`src/rtl/mem_arbiter_pkg.sv`:
```
// Shared definitions for the memory arbiter: default sizes, address type and FSM state encoding.
package mem_arbiter_pkg;

    localparam int unsigned DEF_PROC_COUNT = 4;
    localparam int unsigned DEF_BUS_W      = 8;
    localparam int unsigned ADDR_W         = 16;
    localparam int unsigned WR_SIZE_W      = 3;

    typedef logic [ADDR_W-1:0] addr_t;

    typedef enum logic {
        ST_IDLE = 1'b0,
        ST_BUSY = 1'b1
    } arb_state_e;

endpackage

```
`src/rtl/mem_arbiter_rr_pick.sv`:
```
// Combinational round-robin selector: first set request at or after (last + 1), wrapping.
module rr_pick #(
    parameter int unsigned N     = 4,
    parameter int unsigned IDX_W = (N > 1) ? $clog2(N) : 1
) (
    input  logic [N-1:0]     i_req,
    input  logic [IDX_W-1:0] i_last,
    output logic [N-1:0]     o_onehot_c,
    output logic [IDX_W-1:0] o_idx_c,
    output logic             o_any_c
);

    logic [IDX_W-1:0] w_k;

    // Scan N positions starting just after the last grant; the first hit wins.
    always_comb begin
        o_onehot_c = '0;
        o_idx_c    = '0;
        o_any_c    = 1'b0;
        w_k        = '0;
        for (int unsigned off = 1; off <= N; off++) begin
            w_k = IDX_W'((32'(i_last) + off) % N);
            if (!o_any_c && i_req[w_k]) begin
                o_any_c         = 1'b1;
                o_onehot_c[w_k] = 1'b1;
                o_idx_c         = w_k;
            end
        end
    end

endmodule

```
`src/rtl/mem_arbiter.sv`:
```
// Round-robin arbiter granting one processor at a time access to a single memory port.
module mem_arbiter
    import mem_arbiter_pkg::*;
#(
    parameter int unsigned PROC_COUNT = DEF_PROC_COUNT,
    parameter int unsigned BUS_W      = DEF_BUS_W
) (
    input  logic                  i_clk,
    input  logic                  i_rstn,
    input  logic [PROC_COUNT-1:0] i_req_rd,
    input  logic [PROC_COUNT-1:0] i_req_wr,
    input  addr_t                 i_addr    [PROC_COUNT],
    input  logic [BUS_W-1:0]      i_data    [PROC_COUNT],
    input  logic [WR_SIZE_W-1:0]  i_wr_size [PROC_COUNT],
    output logic [PROC_COUNT-1:0] o_grant_rd,
    output logic [PROC_COUNT-1:0] o_grant_wr,
    output logic [PROC_COUNT-1:0] o_valid,
    output logic [BUS_W-1:0]      o_rd_data,
    output logic                  o_mem_rd,
    output logic                  o_mem_wr,
    output addr_t                 o_mem_addr,
    output logic [BUS_W-1:0]      o_mem_data,
    output logic [WR_SIZE_W-1:0]  o_mem_wr_size,
    input  logic                  i_mem_ack,
    input  logic [BUS_W-1:0]      i_mem_data
);

    localparam int unsigned IDX_W = (PROC_COUNT > 1) ? $clog2(PROC_COUNT) : 1;

    arb_state_e              r_state;
    logic [PROC_COUNT-1:0]   r_grant_rd;
    logic [PROC_COUNT-1:0]   r_grant_wr;
    logic [PROC_COUNT-1:0]   r_valid;
    logic [BUS_W-1:0]        r_rd_data;
    logic                    r_mem_rd;
    logic                    r_mem_wr;
    logic [IDX_W-1:0]        r_gidx;
    logic [IDX_W-1:0]        r_last;

    arb_state_e              w_state_nxt;
    logic [PROC_COUNT-1:0]   w_grant_rd_nxt;
    logic [PROC_COUNT-1:0]   w_grant_wr_nxt;
    logic [PROC_COUNT-1:0]   w_valid_nxt;
    logic [BUS_W-1:0]        w_rd_data_nxt;
    logic                    w_mem_rd_nxt;
    logic                    w_mem_wr_nxt;
    logic [IDX_W-1:0]        w_gidx_nxt;
    logic [IDX_W-1:0]        w_last_nxt;

    logic [PROC_COUNT-1:0]   w_req_any;
    logic [PROC_COUNT-1:0]   w_pick_onehot;
    logic [IDX_W-1:0]        w_pick_idx;
    logic                    w_pick_any;

    assign w_req_any = i_req_rd | i_req_wr;

    rr_pick #(
        .N     (PROC_COUNT),
        .IDX_W (IDX_W)
    ) u_rr_pick (
        .i_req      (w_req_any),
        .i_last     (r_last),
        .o_onehot_c (w_pick_onehot),
        .o_idx_c    (w_pick_idx),
        .o_any_c    (w_pick_any)
    );

    always_ff @(posedge i_clk or negedge i_rstn) begin
        if (!i_rstn) begin
            r_state    <= ST_IDLE;
            r_grant_rd <= '0;
            r_grant_wr <= '0;
            r_valid    <= '0;
            r_rd_data  <= '0;
            r_mem_rd   <= 1'b0;
            r_mem_wr   <= 1'b0;
            r_gidx     <= '0;
            r_last     <= IDX_W'(PROC_COUNT - 1);
        end else begin
            r_state    <= w_state_nxt;
            r_grant_rd <= w_grant_rd_nxt;
            r_grant_wr <= w_grant_wr_nxt;
            r_valid    <= w_valid_nxt;
            r_rd_data  <= w_rd_data_nxt;
            r_mem_rd   <= w_mem_rd_nxt;
            r_mem_wr   <= w_mem_wr_nxt;
            r_gidx     <= w_gidx_nxt;
            r_last     <= w_last_nxt;
        end
    end

    // Next-state: a write request on the picked processor beats its read request.
    always_comb begin
        w_state_nxt    = r_state;
        w_grant_rd_nxt = r_grant_rd;
        w_grant_wr_nxt = r_grant_wr;
        w_valid_nxt    = '0;
        w_rd_data_nxt  = r_rd_data;
        w_mem_rd_nxt   = r_mem_rd;
        w_mem_wr_nxt   = r_mem_wr;
        w_gidx_nxt     = r_gidx;
        w_last_nxt     = r_last;
        case (r_state)
            ST_IDLE: begin
                if (w_pick_any) begin
                    w_state_nxt = ST_BUSY;
                    w_gidx_nxt  = w_pick_idx;
                    if (|(i_req_wr & w_pick_onehot)) begin
                        w_grant_wr_nxt = w_pick_onehot;
                        w_mem_wr_nxt   = 1'b1;
                    end else begin
                        w_grant_rd_nxt = w_pick_onehot;
                        w_mem_rd_nxt   = 1'b1;
                    end
                end
            end
            ST_BUSY: begin
                if (i_mem_ack) begin
                    w_state_nxt    = ST_IDLE;
                    w_grant_rd_nxt = '0;
                    w_grant_wr_nxt = '0;
                    w_mem_rd_nxt   = 1'b0;
                    w_mem_wr_nxt   = 1'b0;
                    w_last_nxt     = r_gidx;
                    if (r_mem_rd) begin
                        w_valid_nxt   = r_grant_rd;
                        w_rd_data_nxt = i_mem_data;
                    end
                end
            end
            default: begin
                w_state_nxt = ST_IDLE;
            end
        endcase
    end

    assign o_grant_rd    = r_grant_rd;
    assign o_grant_wr    = r_grant_wr;
    assign o_valid       = r_valid;
    assign o_rd_data     = r_rd_data;
    assign o_mem_rd      = r_mem_rd;
    assign o_mem_wr      = r_mem_wr;

    // Memory-side fields follow the granted processor directly.
    assign o_mem_addr    = i_addr[r_gidx];
    assign o_mem_data    = i_data[r_gidx];
    assign o_mem_wr_size = i_wr_size[r_gidx];

endmodule

```
`config.mk`:
```
export PLATFORM = sky130hd
export DESIGN_NAME = mem_arbiter
export DESIGN_NICKNAME = d
export VERILOG_FILES = /design/src/rtl/mem_arbiter_pkg.sv /design/src/rtl/mem_arbiter_rr_pick.sv /design/src/rtl/mem_arbiter.sv
export SDC_FILE = /design/constraint.sdc
export NUM_CORES = 1
export LEC_CHECK = 0
export BUFFER_PORTS_ARGS = -buffer_cell sky130_fd_sc_hd__buf_2
export CAP_MARGIN = 20
export CORE_MARGIN = 2
export CORE_UTILIZATION = 41
export DETAILED_ROUTE_END_ITERATION = 12
export MAX_ROUTING_LAYER = met4
export PLACE_DENSITY = 0.94
export SYNTH_ARGS = -nofsm -noshare
export SYNTH_HDL_FRONTEND = slang
export SYNTH_SLANG_ARGS = --single-unit
```
`constraint.sdc`:
```
create_clock -name i_clk -period 4.71 [get_ports i_clk]
set_clock_uncertainty 0.15 [all_clocks]
set_input_delay 0.942 -clock i_clk [delete_from_list [all_inputs] [get_ports i_clk]]
set_output_delay 0.942 -clock i_clk [all_outputs]
set_load 0.01 [all_outputs]
```
### After elaboration in Yosys (flattened, before gate mapping)

Cells that the tools add are included.

* flip-flop bits (word level): 27
* latch bits: 0
* RAM bits: 0
* ROM bits: 0
* bits of input ports: 127
* output and inout port bits: 49
* word-level logic and storage cells: 106
* memories: 0

* add/subtract/negate cells: 4
* multipliers: 0
* div/mod/pow operators: 0
* magnitude comparators: 9
* eq/ne operators: 4
* shift operators: 0
* mux-type cells: 57
* bitwise operators: 7
* reduce and logical (&&, ||, !) cells: 16

Operators with widths (count)
* $mux W4: 12
* $bmux W16 S2: 1
* $mux W16: 2
* $mux W1: 19
* $bmux W8 S2: 1
* $mux W8: 2
* $or A4 B4 Y4: 4
* $pmux W4 S2: 2
* $lt A2 B3 Y1 const B: 4
* $reduce_and A3 Y1: 3
* $bmux W1 S2: 4
* $demux W1 S2: 4
* $ge A2 B1 Y1 const B: 4
* $mux W2: 4
* $logic_and A1 B1 Y1: 7
* $bmux W3 S2: 1
* $mux W3: 2
* $ne A2 B2 Y1 const B: 3
* $pmux W1 S2: 3
* $add A2 B1 Y2 const B: 2
* $add A2 B2 Y2 const B: 2
* $and A4 B4 Y4: 1
* $reduce_and A2 Y1: 2
* $reduce_or A4 Y1: 1
* 5 further kinds: 7

### Longest topological paths before layout

* depth in word-level cells: 18
* mapped depth: 11
* mapped depth without buffers: 9

### Hierarchy

From an unflattened synthesis, not the netlist that was laid out.

* cells, all modules: 210
* area, all modules: 2379.8 µm²

By module, submodules not included
* mem_arbiter: instances 1, cells an instance 124, area each 1750.4 µm², seq. area each 678.2 µm²
* rr_pick: instances 1, cells an instance 86, area each 629.4 µm², seq. area each 0.0 µm²

### Worst setup path after synthesis

No wires, ideal clock.

* path type: input port to flip-flop
* start: input port i_req_wr[1]
* end: register r_mem_wr (netlist: o_mem_wr)
* library setup time: 0.118 ns
* arrival: 3.081 ns
* data required time: 4.442 ns
* setup slack: 1.361 ns
* stages: 9
* path buffers: 2
* cells stage by stage: buf_6 > or2_1 > mux4_2 > and2_4 > a2111oi_2 > o22ai_2 > o31a_1 > buf_6 > a21o_1

* cells in the longest elaborated chain, start to end: 17
* elaborated cells between the ends (all ways): 31
* those cells by class: eq/ne (2); mux (16); bitwise (5); reduce/logical (8)

Ends and longest elaborated chain
* start, declared: line mem_arbiter.sv:11 `input logic [PROC_COUNT-1:0] i_req_wr,`
* $or A4 B4 Y4: line mem_arbiter.sv:55 `assign w_req_any = i_req_rd | i_req_wr;`
* $bmux W1 S2: line mem_arbiter_rr_pick.sv:23 `if (!o_any_c && i_req[w_k]) begin`
* $mux W1 (implied by the code): line mem_arbiter_rr_pick.sv:23
* $mux W1: line mem_arbiter_rr_pick.sv:23
* $logic_not A1 Y1: line mem_arbiter_rr_pick.sv:23
* $logic_and A1 B1 Y1: line mem_arbiter_rr_pick.sv:23
* $mux W1: line mem_arbiter_rr_pick.sv:23
* $logic_not A1 Y1: line mem_arbiter_rr_pick.sv:23
* $logic_and A1 B1 Y1: line mem_arbiter_rr_pick.sv:23
* $mux W1: line mem_arbiter_rr_pick.sv:23
* $logic_not A1 Y1: line mem_arbiter_rr_pick.sv:23
* $logic_and A1 B1 Y1: line mem_arbiter_rr_pick.sv:23
* $mux W4: line mem_arbiter_rr_pick.sv:23
* $and A4 B4 Y4: line mem_arbiter.sv:108 `if (|(i_req_wr & w_pick_onehot)) begin`
* $reduce_or A4 Y1: line mem_arbiter.sv:108
* $ne A2 B2 Y1 (no source line)
* $reduce_and A3 Y1 (no source line) (*)
* end signal, assigned: line mem_arbiter.sv:86 `r_mem_wr <= w_mem_wr_nxt;`
* end, declared: line mem_arbiter.sv:36 `logic r_mem_wr;`

Every way passes the cells marked *; elsewhere a longest branch is shown, timed or not. The select of a mux whose other input is x is not followed.
A chain may end at the register's enable or synchronous reset.

### Worst setup path in the final report

* start: register r_last[0]
* end: register r_grant_rd[3] (netlist: o_grant_rd[3])

* cells in the longest elaborated chain, start to end: 17
* elaborated cells between the ends (all ways): 57
* those cells by class: add/sub (4); order compare (8); eq/ne (2); mux (27); bitwise (4); reduce/logical (12)

Ends and longest elaborated chain
* start, declared: line mem_arbiter.sv:38 `logic [IDX_W-1:0] r_last;`
* start signal, assigned: line mem_arbiter.sv:78 `r_last <= IDX_W'(PROC_COUNT - 1);`
* start signal, assigned: line mem_arbiter.sv:88 `r_last <= w_last_nxt;`
* parallel branches: the longest is 17 deep, another holds $lt A2 B3 Y1
* end signal, assigned: line mem_arbiter.sv:81 `r_grant_rd <= w_grant_rd_nxt;`
* end, declared: line mem_arbiter.sv:31 `logic [PROC_COUNT-1:0] r_grant_rd;`

Parallel ways; which one is timed is not known. The select of a mux whose other input is x is not followed.

==> results.cfg <==
[outcome]
outcome = finished clean

[yosys]
synth-xor-area-share_pct = 0
synth.most_common_cell = mux4_2
yosys.area.top_type = mux4_2
synth_adder_area_share_pct = 4.338
synth_edf_count = 0
synth_seq_area_share_pct = 29.39
synthSimpleGateAreaFrac_pct = 12.96
synthFlopType = dfrtp_1
async_reset_ff_share_pct = 100.0
synth_top_family_by_area = multiplexers
ys_ff_latch = 27
synth.distinct_cells = 36
ys_warn_count = 0
yosysTopAreaCellShare_pct = 28.31
syn_inst = 199
ys_top_cells_by_count = 29 x mux4_2, 25 x dfrtp_1, 20 x nand2_1
synth_compound_gate_area_share_pct = 11.66
yosys-top-cells-area = mux4_2 28%, dfrtp_1 27%, mux2i_1 5.2%, ha_1 4.3%, mux2_2 3.9%
synth.net_count = 334
synth_area_per_cell_um2 = 11.59
synthesis.area_um2 = 2307
synth_mux_area_share_pct = 37.42

[floorplan]
start_util_pct = 42.16
die_h_um = 79.02
die_x_um = 79.02
num_io_pins = 176
die_area_um2 = 6243
fp-row-count = 27
core_area_um2 = 5473

[power]
p_leak_nw = 1.620
peakVddDrop_mv = 0.2011
p_per_area_nw_per_um2 = 482.8

[drt]
num_vias = 2446
drt-initial-drc-count = 97
drtPass1Iterations = 4
drc_errors = 0
vias_per_cell = 5.559
ant_nets = 0
wl_per_cell_um = 17.13
wl_mm = 7.538

[worst_setup_path]
arrival_ps = 3800
crit_path_start_kind = flop
cp_data_required_time_ps = 4760
crit_path_max_fanout = 16
worst_setup_path_end_kind = flop
crit_type = flop to flop

[global_routing]
grt_max_degree = 30
grt.total_usage_pct = 22.83
grt_pass1_wl_mm = 11.11
antenna_found_initial = 0
grt_pass1_vias = 2436
grt_overflow = 0

[timing]
hold_viol = 0
max_freq_mhz = 266.6
rsz0062_at_grt = false
finalSetupViolCount = 0
maxSlewHeadroom_pct = 40.37
maxSlewViolCount = 0
setup_tns_ps = 0
worst_pin_slew_ps = 894.5
period_needed_ps = 3752
fin_crit_sh_pct = 79.65

[clock_network]
htree_levels = 1
cts_tree = built
cts_resized = 0
cts_buffer_depth = 2
clock_latency_ps = 270
cts_buffers = 3
cts_setup_buffers = 0
path_clk_slew_ps = 100
hold_buffers = 0
clock_sinks = 27
cts-root-buf = clkbuf_8

[final_layout]
multi_input_area_um2 = 1531
seqCellArea_um2 = 679.4
drive_gt1_share_pct = 61.96
synthToLayoutAreaGrowth_pct = 42.79
fin_nets = 504
stdcell_count = 440
insertedDiodeCount = 0
nFillCells = 469

[run]
drv_cap = 0

[worst_hold_path]
hp-class = flop to flop

[place]
port-buffer-count = 175
gp_congestion = 0.9472
place_inst = 435
hpwl_mm = 6.193
power breakdown:
part / switching [mW] / leakage (nW) / internal, mW
logic: 0.460 / 1.26 / 0.532
registers: 0.139 / 0.339 / 0.323
clock network: 0.0756 / 0.0217 / 0.0601
area by class of cell:
class	instances	area share, %
repair buffers	176	27.42
inverters	11	1.253
flip-flops and latches	27	20.62
clock inverters	1	0.2279
clock buffers	3	1.253
well taps	72	2.735
multi-input cells	150	46.49
state kept, by name, summed over array words and instances (netlist names):
name and count:
o_rd_data 8, r_state 1, o_mem_rd 1, o_grant_wr 4
o_grant_rd 4, o_valid 4, r_gidx 2, o_mem_wr 1
r_last 2
path summary, 6_finish.rpt:
kind	start	to	slack (ps)	cells after the start
hold reg to reg	o_mem_wr$_DFFE_PN0P_	o_mem_wr$_DFFE_PN0P_	350	1
max in group asynchronous	i_rstn	r_gidx[0]$_DFFE_PN0P_	3490	1
setup / recovery	r_last[0]$_DFFE_PN1P_	o_grant_rd[3]$_DFFE_PN0P_	960	9
hold / removal	o_mem_wr$_DFFE_PN0P_	o_mem_wr$_DFFE_PN0P_	350	1
min in group asynchronous	i_rstn	o_rd_data[4]$_DFFE_PN0P_	510	1
setup reg to reg	r_last[0]$_DFFE_PN1P_	o_grant_rd[3]$_DFFE_PN0P_	960	9
through the flow:
step | setup slack [ps] | utilization, % | hold WS (ps) | cell area [um^2] | power, mW
2_1_floorplan | 1361 | - | 337.5 | 2307 | 1.090
3_3_place_gp | 1037 | 58.80 | 322.4 | 3218 | 1.407
3_5_place_dp | 947.9 | 58.80 | 329.1 | 3218 | 1.434
4_1_cts | 991.5 | 59.69 | 356.4 | 3267 | 1.573
5_1_grt | 713.7 | 60.20 | 379.5 | 3294 | 1.690
6_report | 958.5 | 60.20 | 346.3 | 3294 | 1.591
cell usage in the layout, fill, tap and decap left out, drive strengths merged, types with 7 or more instances in the layout:
| cell | n |
|---|---|
| buf | 176 |
| dfrtp | 25 |
| ha | 8 |
| inv | 11 |
| mux2 | 8 |
| mux2i | 12 |
| mux4 | 29 |
| nand2 | 20 |
| nor2 | 10 |
| nor3 | 7 |
| o21ai | 7 |
layer usage:
layer	part of all wire [%]	vias to the layer above	track usage (%)
met5	0	-	-
met4	1.4	0	5.690
met3	8.7	17	4.886
met2	52	129	40.68
met1	37	1188	26.29
li1	-	1112	-
kinds of logic after synthesis:
group,after synthesis
AOI/OAI and AO/OA,35
adders and majority gates,8
buffers and inverters,22
DFF,27
muxes,49
and+or+nand+nor,58
critical path, cell delays in order, from the launching register on:
cell     delay (ps)
dfstp_2         720
inv_1           210
ha_1            460
o21ba_2         190
mux2i_1         230
o32ai_1         140
nor4b_1         580
and2b_1         290
nor4_4          450
mux2i_1         250
Note: power is estimated with default switching activity, not from simulation.
